## src/rtl/lsu_apb_master.sv

```systemverilog
// Load/store unit to APB master bridge: formats RISC-V loads/stores into APB transfers.
// Optional macro APB_TIMEOUT_EN aborts an ACCESS phase after TIMEOUT_CYCLES wait cycles.
module lsu_apb_master #(
  parameter int TIMEOUT_CYCLES = 16
) (
  input  logic        clk,
  input  logic        rst_n,
  input  logic        req_valid,
  output logic        req_ready,
  input  logic        req_write,
  input  logic [31:0] req_addr,
  input  logic [31:0] req_wdata,
  input  logic [2:0]  req_funct3,
  output logic        rsp_valid,
  output logic [31:0] rsp_rdata,
  output logic        rsp_err,
  output logic        busy,
  output logic [31:0] paddr,
  output logic        psel,
  output logic        penable,
  output logic        pwrite,
  output logic [31:0] pwdata,
  output logic [3:0]  pstrb,
  input  logic [31:0] prdata,
  input  logic        pready,
  input  logic        pslverr
);

  typedef enum logic [1:0] {IDLE, SETUP, ACCESS, DONE} state_t;

  state_t      state, next_state;
  logic [2:0]  funct3_q;
  logic [1:0]  off_q;
  logic        accept, illegal, misaligned, req_bad, timeout_hit;
  logic [31:0] store_data, load_data;
  logic [3:0]  store_strb;
  logic [7:0]  ld_byte;
  logic [15:0] ld_half;

  assign accept    = req_valid && (state == IDLE);
  assign req_ready = (state == IDLE);
  assign busy      = (state != IDLE) || req_valid;
  assign psel      = (state == SETUP) || (state == ACCESS);
  assign penable   = (state == ACCESS);

  always_comb begin
    illegal = 1'b0;
    if (req_write)
      illegal = req_funct3[2] || (req_funct3[1:0] == 2'b11);
    else
      illegal = (req_funct3 == 3'b011) || (req_funct3[2:1] == 2'b11);
  end

  assign misaligned = ((req_funct3[1:0] == 2'b01) && req_addr[0]) ||
                      ((req_funct3[1:0] == 2'b10) && (req_addr[1:0] != 2'b00));
  assign req_bad    = illegal || misaligned;

  // Narrow stores are replicated across the word so the strobes alone pick the lanes.
  always_comb begin
    store_data = '0;
    store_strb = '0;
    if (req_write) begin
      case (req_funct3[1:0])
        2'b00: begin
          store_data = {4{req_wdata[7:0]}};
          store_strb = 4'b0001 << req_addr[1:0];
        end
        2'b01: begin
          store_data = {2{req_wdata[15:0]}};
          store_strb = 4'b0011 << req_addr[1:0];
        end
        default: begin
          store_data = req_wdata;
          store_strb = 4'b1111;
        end
      endcase
    end
  end

  assign ld_byte = prdata[{off_q, 3'b000} +: 8];
  assign ld_half = off_q[1] ? prdata[31:16] : prdata[15:0];

  always_comb begin
    load_data = '0;
    case (funct3_q)
      3'b000:  load_data = {{24{ld_byte[7]}}, ld_byte};
      3'b001:  load_data = {{16{ld_half[15]}}, ld_half};
      3'b010:  load_data = prdata;
      3'b100:  load_data = {24'h0, ld_byte};
      3'b101:  load_data = {16'h0, ld_half};
      default: load_data = '0;
    endcase
  end

`ifdef APB_TIMEOUT_EN
  localparam int CNT_W = (TIMEOUT_CYCLES > 1) ? $clog2(TIMEOUT_CYCLES) : 1;
  logic [CNT_W-1:0] wait_cnt;

  // The abort fires on the TIMEOUT_CYCLES-th consecutive stalled ACCESS cycle.
  assign timeout_hit = (state == ACCESS) && !pready &&
                       (wait_cnt == CNT_W'(TIMEOUT_CYCLES - 1));

  always_ff @(posedge clk or negedge rst_n) begin
    if (!rst_n)
      wait_cnt <= '0;
    else if ((state == ACCESS) && !pready && !timeout_hit)
      wait_cnt <= wait_cnt + 1'b1;
    else
      wait_cnt <= '0;
  end
`else
  assign timeout_hit = 1'b0;
`endif

  always_ff @(posedge clk or negedge rst_n) begin
    if (!rst_n) state <= IDLE;
    else        state <= next_state;
  end

  always_comb begin
    next_state = state;
    case (state)
      IDLE:    if (req_valid) next_state = req_bad ? DONE : SETUP;
      SETUP:   next_state = ACCESS;
      ACCESS:  if (pready || timeout_hit) next_state = DONE;
      DONE:    next_state = IDLE;
      default: next_state = IDLE;
    endcase
  end

  always_ff @(posedge clk or negedge rst_n) begin
    if (!rst_n) begin
      funct3_q  <= '0;
      off_q     <= '0;
      paddr     <= '0;
      pwrite    <= 1'b0;
      pwdata    <= '0;
      pstrb     <= '0;
      rsp_valid <= 1'b0;
      rsp_err   <= 1'b0;
      rsp_rdata <= '0;
    end else begin
      if (accept) begin
        funct3_q <= req_funct3;
        off_q    <= req_addr[1:0];
        paddr    <= {req_addr[31:2], 2'b00};
        pwrite   <= req_write;
        pwdata   <= store_data;
        pstrb    <= store_strb;
      end
      rsp_valid <= (next_state == DONE);
      if (accept && req_bad) begin
        rsp_err   <= 1'b1;
        rsp_rdata <= '0;
      end else if ((state == ACCESS) && pready) begin
        rsp_err   <= pslverr;
        rsp_rdata <= (pslverr || pwrite) ? 32'h0 : load_data;
      end else if (timeout_hit) begin
        rsp_err   <= 1'b1;
        rsp_rdata <= '0;
      end
    end
  end

endmodule

```

## config.mk

```make
export PLATFORM = sky130hd
export DESIGN_NAME = lsu_apb_master
export DESIGN_NICKNAME = d
export VERILOG_FILES = /design/src/rtl/lsu_apb_master.sv
export SDC_FILE = /design/constraint.sdc
export NUM_CORES = 1
export LEC_CHECK = 0
export CORE_MARGIN = 4
export CORE_UTILIZATION = 43
export DETAILED_ROUTE_END_ITERATION = 10
export PLACE_DENSITY = 0.81
export SYNTH_ARGS = -nofsm -noshare
export SYNTH_HDL_FRONTEND = slang
export SYNTH_SLANG_ARGS = --single-unit
```

## constraint.sdc

```tcl
create_clock -name clk -period 2.6 [get_ports clk]
set_input_delay 0.65 -clock clk [delete_from_list [all_inputs] [get_ports clk]]
set_output_delay 0.65 -clock clk [all_outputs]
set_load 0.005 [all_outputs]
```

* Word-level counts from Yosys, hierarchy flattened
Cells that the tools add are included.
Word-level totals: register bits 108, bits in latches 0, RAM bits 0, ROM bits 0, output and inout port bits 107, word-level logic and storage cells 60, memories 0
Operators by class: $add $sub $neg 0, $mul 0, div/mod/pow operators 0, $lt $le $gt $ge 0, equal/unequal tests 13, shift-type cells 3, mux-type cells 16, bitwise gates (word level) 0, reduce and logical (&&, ||, !) cells 18
Operators with widths (number):
- $pmux W32 S5 | 1
- $mux W32 | 4
- $pmux W32 S2 | 1
- $shiftx A32 B6 Y8 | 1
- $mux W16 | 1
- $eq A2 B2 Y1 const B | 6
- $pmux W2 S4 | 1
- $pmux W4 S2 | 1
- $logic_or A1 B1 Y1 | 7
- $eq A3 B2 Y1 const B | 2
- $eq A3 B3 Y1 const B | 2
- $mux W2 | 3
- $reduce_bool A2 Y1 | 3
- $logic_and A1 B1 Y1 | 5
- $eq A2 B1 Y1 const B | 2
- $logic_not A2 Y1 | 2
- $mux W4 | 1
- $shl A1 B2 Y4 const A | 1
- $shl A2 B2 Y4 const A | 1
- $eq A3 B1 Y1 const B | 1
- $logic_not A3 Y1 | 1
- $mux W1 | 3

* Logic depth before layout (Yosys ltp)
word-level depth 8, depth in mapped cells 9

* Worst setup path after synthesis
Ideal clock, no wire load.
kind input port to flip-flop, start input prdata[23], end register rsp_rdata[20], setup time 121 ps, data arrival time 2017 ps, data required time 2479 ps, slack 462 ps, stages 5, buffers on the path 1, cell sequence mux2_4 > a222oi_1 > buf_6 > nand2_1 > a22o_1
On the way: cells in the longest elaborated chain, start to end 5
Ends and longest elaborated chain:
- from (decl) | RTL line 24 | input logic [31:0] prdata,
- $shiftx A32 B6 Y8 | RTL line 80 | assign ld_byte = prdata[{off_q, 3'b000} +: 8];
- $pmux W32 S5 | RTL line 85 | case (funct3_q)
- $mux W32 | RTL line 157 | rsp_rdata <= (pslverr || pwrite) ? 32'h0 : load_data;
- $mux W32 | RTL line 155 | end else if ((state == ACCESS) && pready) begin
- $mux W32 | RTL line 152 | if (accept && req_bad) begin
- to (signal assigned) | RTL line 157
- to (decl) | RTL line 15 | output logic [31:0] rsp_rdata,
No other way between the ends. The select of a mux whose other input is x is not followed. A chain may end at the register's enable or synchronous reset.

* Final worst setup path
start input req_valid, end output busy
On the way: cells in the longest elaborated chain, start to end 1
Ends and longest elaborated chain:
- from (decl) | RTL line 8 | input logic req_valid,
- $logic_or A1 B1 Y1 | RTL line 42 | assign busy = (state != IDLE) || req_valid;
- to (decl) | RTL line 17 | output logic busy,
No other way between the ends.

==> flow_summary.json <==
{
  "status": "completed",
  "cp-end-kind": "output port",
  "antennaDiodeCount": 0,
  "dieArea_sq_mm": 0.0133,
  "initial_core_util_pct": 44.7,
  "htreeDepth": 3,
  "synth_area_sq_mm": 0.00495,
  "critPathMaxFanout": 3,
  "clock.fmax_mhz": 397,
  "antenna_found_initial": 0,
  "drtPass1Iterations": 5,
  "start_kind": "input port",
  "required_ns": 1.95,
  "yosysSeqAreaShare_pct": 54.5,
  "die-width_um": 115,
  "area_growth_pct": 52.2,
  "grt_pass1_wl_um": 23100,
  "cp_common_cell": "clkdlybuf4s50_1",
  "gp_congestion": 0.809,
  "power_density_mw_per_mm2": 1050,
  "top_layer_used": "met4",
  "drive_gt1_share_pct": 13.1,
  "worst_slew_pin_slew_ns": 1.00,
  "setup_tns_ns": 0,
  "path_class": "input port to output port",
  "grt_use_total_pct": 22.2,
  "wl_met1_um": 5780,
  "cts_buffers": 9,
  "slew_headroom_pct": 32.9,
  "io_buffers": 209,
  "die_y_um": 115,
  "avgRoutedWirePerCell_um": 18.5,
  "skew_ns": 0.0121,
  "postRouteAntennaNets": 0,
  "cts_sinks": 108,
  "finalHoldViolations": 0,
  "setup_viol": 0,
  "ys_types": 39,
  "clk_latency_ns": 0.34,
  "max_stage_delay_ns": 0.52,
  "grt_max_degree": 81,
  "critPathSlowestCell": "clkdlybuf4s50_1",
  "worstPathArrival_ns": 1.87,
  "routed-wl-met3_um": 1450,
  "drtIter0Drc": 195,
  "row_count": 38,
  "layout_common_cells": "clkdlybuf4s50_1 (208), dfrtp_1 (108), nand2_1 (86), mux2_2 (48), o21ai_0 (30)",
  "drcViolationCount": 0,
  "vias": 4288,
  "netlist_instances": 450,
  "cts.path.max_buffers": 2,
  "core_sq_mm": 0.0111,
  "power.total_mw": 7.93,
  "period_share_pct": 96.8,
  "cts_tree": "yes",
  "num_io_pins": 212,
  "drv_cap": 0,
  "design_area_sq_mm": 0.00754,
  "overflow": 0,
  "drt_wl_total_um": 14700,
  "final_common_cell": "clkdlybuf4s50_1",
  "fin_nets": 759,
  "place_area_sq_mm": 0.00724,
  "root_buffer": "clkbuf_16",
  "vias_per_cell": 5.39,
  "postCtsSetupRepairBufs": 0,
  "synth_seq_cells": 108,
  "hpwlAfterDp_um": 11200,
  "post-route-util_pct": 68.1,
  "finalMaxSlewViolations": 0,
  "p_leak_nw": 3.24,
  "crit_chain": "clkdlybuf4s50_1, nand2b_1, clkdlybuf4s50_1",
  "hold_class": "input port to async pin",
  "pre_cts_ws_ns": 0.0749,
  "irDropWorstVdd_uv": 543,
  "syn_area_per_cell_sq_um": 11.0,
  "finalCriticalPeriod_ns": 2.52,
  "clkSlewWorstSetupHoldPaths_ns": 0.06,
  "wl_met2_um": 7230,
  "yosysWarnings": 0,
  "layout_setup_ws_ns": 0.0842,
  "grt_pass1_vias": 4563,
  "grt_setup_unrepaired": "no"
}
-- per-layer routing --
| metal | track usage (%) | vias up |
|---|---|---|
| met5 | 0 | - |
| met4 | 6.89 | 0 |
| met3 | 8.00 | 21 |
| met2 | 36.8 | 196 |
| met1 | 27.2 | 2062 |
| li1 | - | 2009 |
-- worst paths after layout --
path | from | endpoint | slack, ns | cells after the start
worst max-delay path | req_valid | busy | 0.08 | 3
worst min-delay path | rst_n | paddr[8] | 0.28 | 1
worst max register to register | off_q[1] | rsp_rdata[18] | 0.52 | 5
worst min register to register | pstrb[0] | pstrb[0] | 0.48 | 2
max in group asynchronous | rst_n | paddr[17] | 1.69 | 2
min in group clk | pstrb[0] | pstrb[0] | 0.48 | 2
-- flip-flops by register name, summed over array words and instances (netlist names) --
name	cells
pwdata	32
off_q	2
state	2
rsp_err	1
paddr	30
funct3_q	3
rsp_valid	1
rsp_rdata	32
pstrb	4
pwrite	1
-- worst max-delay path: cells and delay by family --
| family | cells | cell delay, ns |
|---|---|---|
| simple gates | 1 | 0.17 |
| buf+inv | 2 | 1.04 |
-- layout make-up --
cell class / instances / area [sq um]
Clock buffer: 11 / 253
Clock inverter: 4 / 48.8
Fill cell: 863 / 3540
Inverter: 3 / 11.3
Multi-Input combinational cell: 306 / 2090
Sequential cell: 108 / 2700
Tap cell: 140 / 175
Timing Repair Buffer: 224 / 2260
-- cell families after synthesis --
| group | synth area share [%] |
|---|---|
| AOI/OAI and AO/OA | 15.1 |
| adders and majority gates | 0.505 |
| buffers and inverters | 3.54 |
| DFF | 54.5 |
| muxes | 14.1 |
| other | 0.0757 |
| and+or+nand+nor | 12.1 |
-- where the power goes --
group          leakage [nW]  switching, mW  internal [mW]
logic                  1.71           1.46           2.19
registers              1.39          0.507           2.39
clock network         0.151          0.594          0.793
-- Yosys cell counts --
master | n | area, sq um
clkbuf_1 | 25 | 93.8
o311a_1 | 1 | 10.0
nor3b_2 | 2 | 25.0
and3_1 | 2 | 12.5
mux2_2 | 48 | 541
a22o_1 | 16 | 140
nor2b_1 | 17 | 106
nor3_1 | 2 | 10.0
buf_2 | 2 | 10.0
mux2i_1 | 10 | 100
a22o_2 | 1 | 10.0
buf_6 | 3 | 33.8
nand3_1 | 4 | 20.0
nor2_1 | 8 | 30.0
o2bb2ai_1 | 16 | 140
a22oi_1 | 1 | 7.51
inv_1 | 3 | 11.3
ha_1 | 2 | 25.0
nor4_1 | 2 | 12.5
nor2b_2 | 1 | 8.76
nand2_1 | 87 | 327
o21ai_1 | 18 | 90.1
a222oi_1 | 8 | 80.1
nor3b_1 | 1 | 7.51
a31oi_1 | 2 | 12.5
mux2_4 | 1 | 15.0
mux2_1 | 4 | 45.0
o32ai_1 | 1 | 8.76
o21ai_0 | 30 | 150
dfrtp_1 | 108 | 2700
a21oi_1 | 4 | 20.0
nor4b_1 | 1 | 8.76
buf_1 | 1 | 3.75
a221oi_1 | 9 | 78.8
buf_4 | 3 | 22.5
conb_1 | 1 | 3.75
nand2b_1 | 3 | 18.8
and2_1 | 1 | 6.26
or3_1 | 1 | 6.26
-- stage by stage --
stage / hold slack (ns) / instances
after detailed placement: 0.466 / 781
after floorplan: 0.354 / 451
after global placement: 0.452 / 781
after global routing: 0.309 / 796
after CTS: 0.288 / 796
final: 0.278 / 796
-- what timing repair did --
action / 4_1_cts / 5_1_grt
resized for setup: 0 / 1
hold buffers: 0 / 0
setup endpoints to repair: 0 / 1
Note: power is estimated with default switching activity, not from simulation.
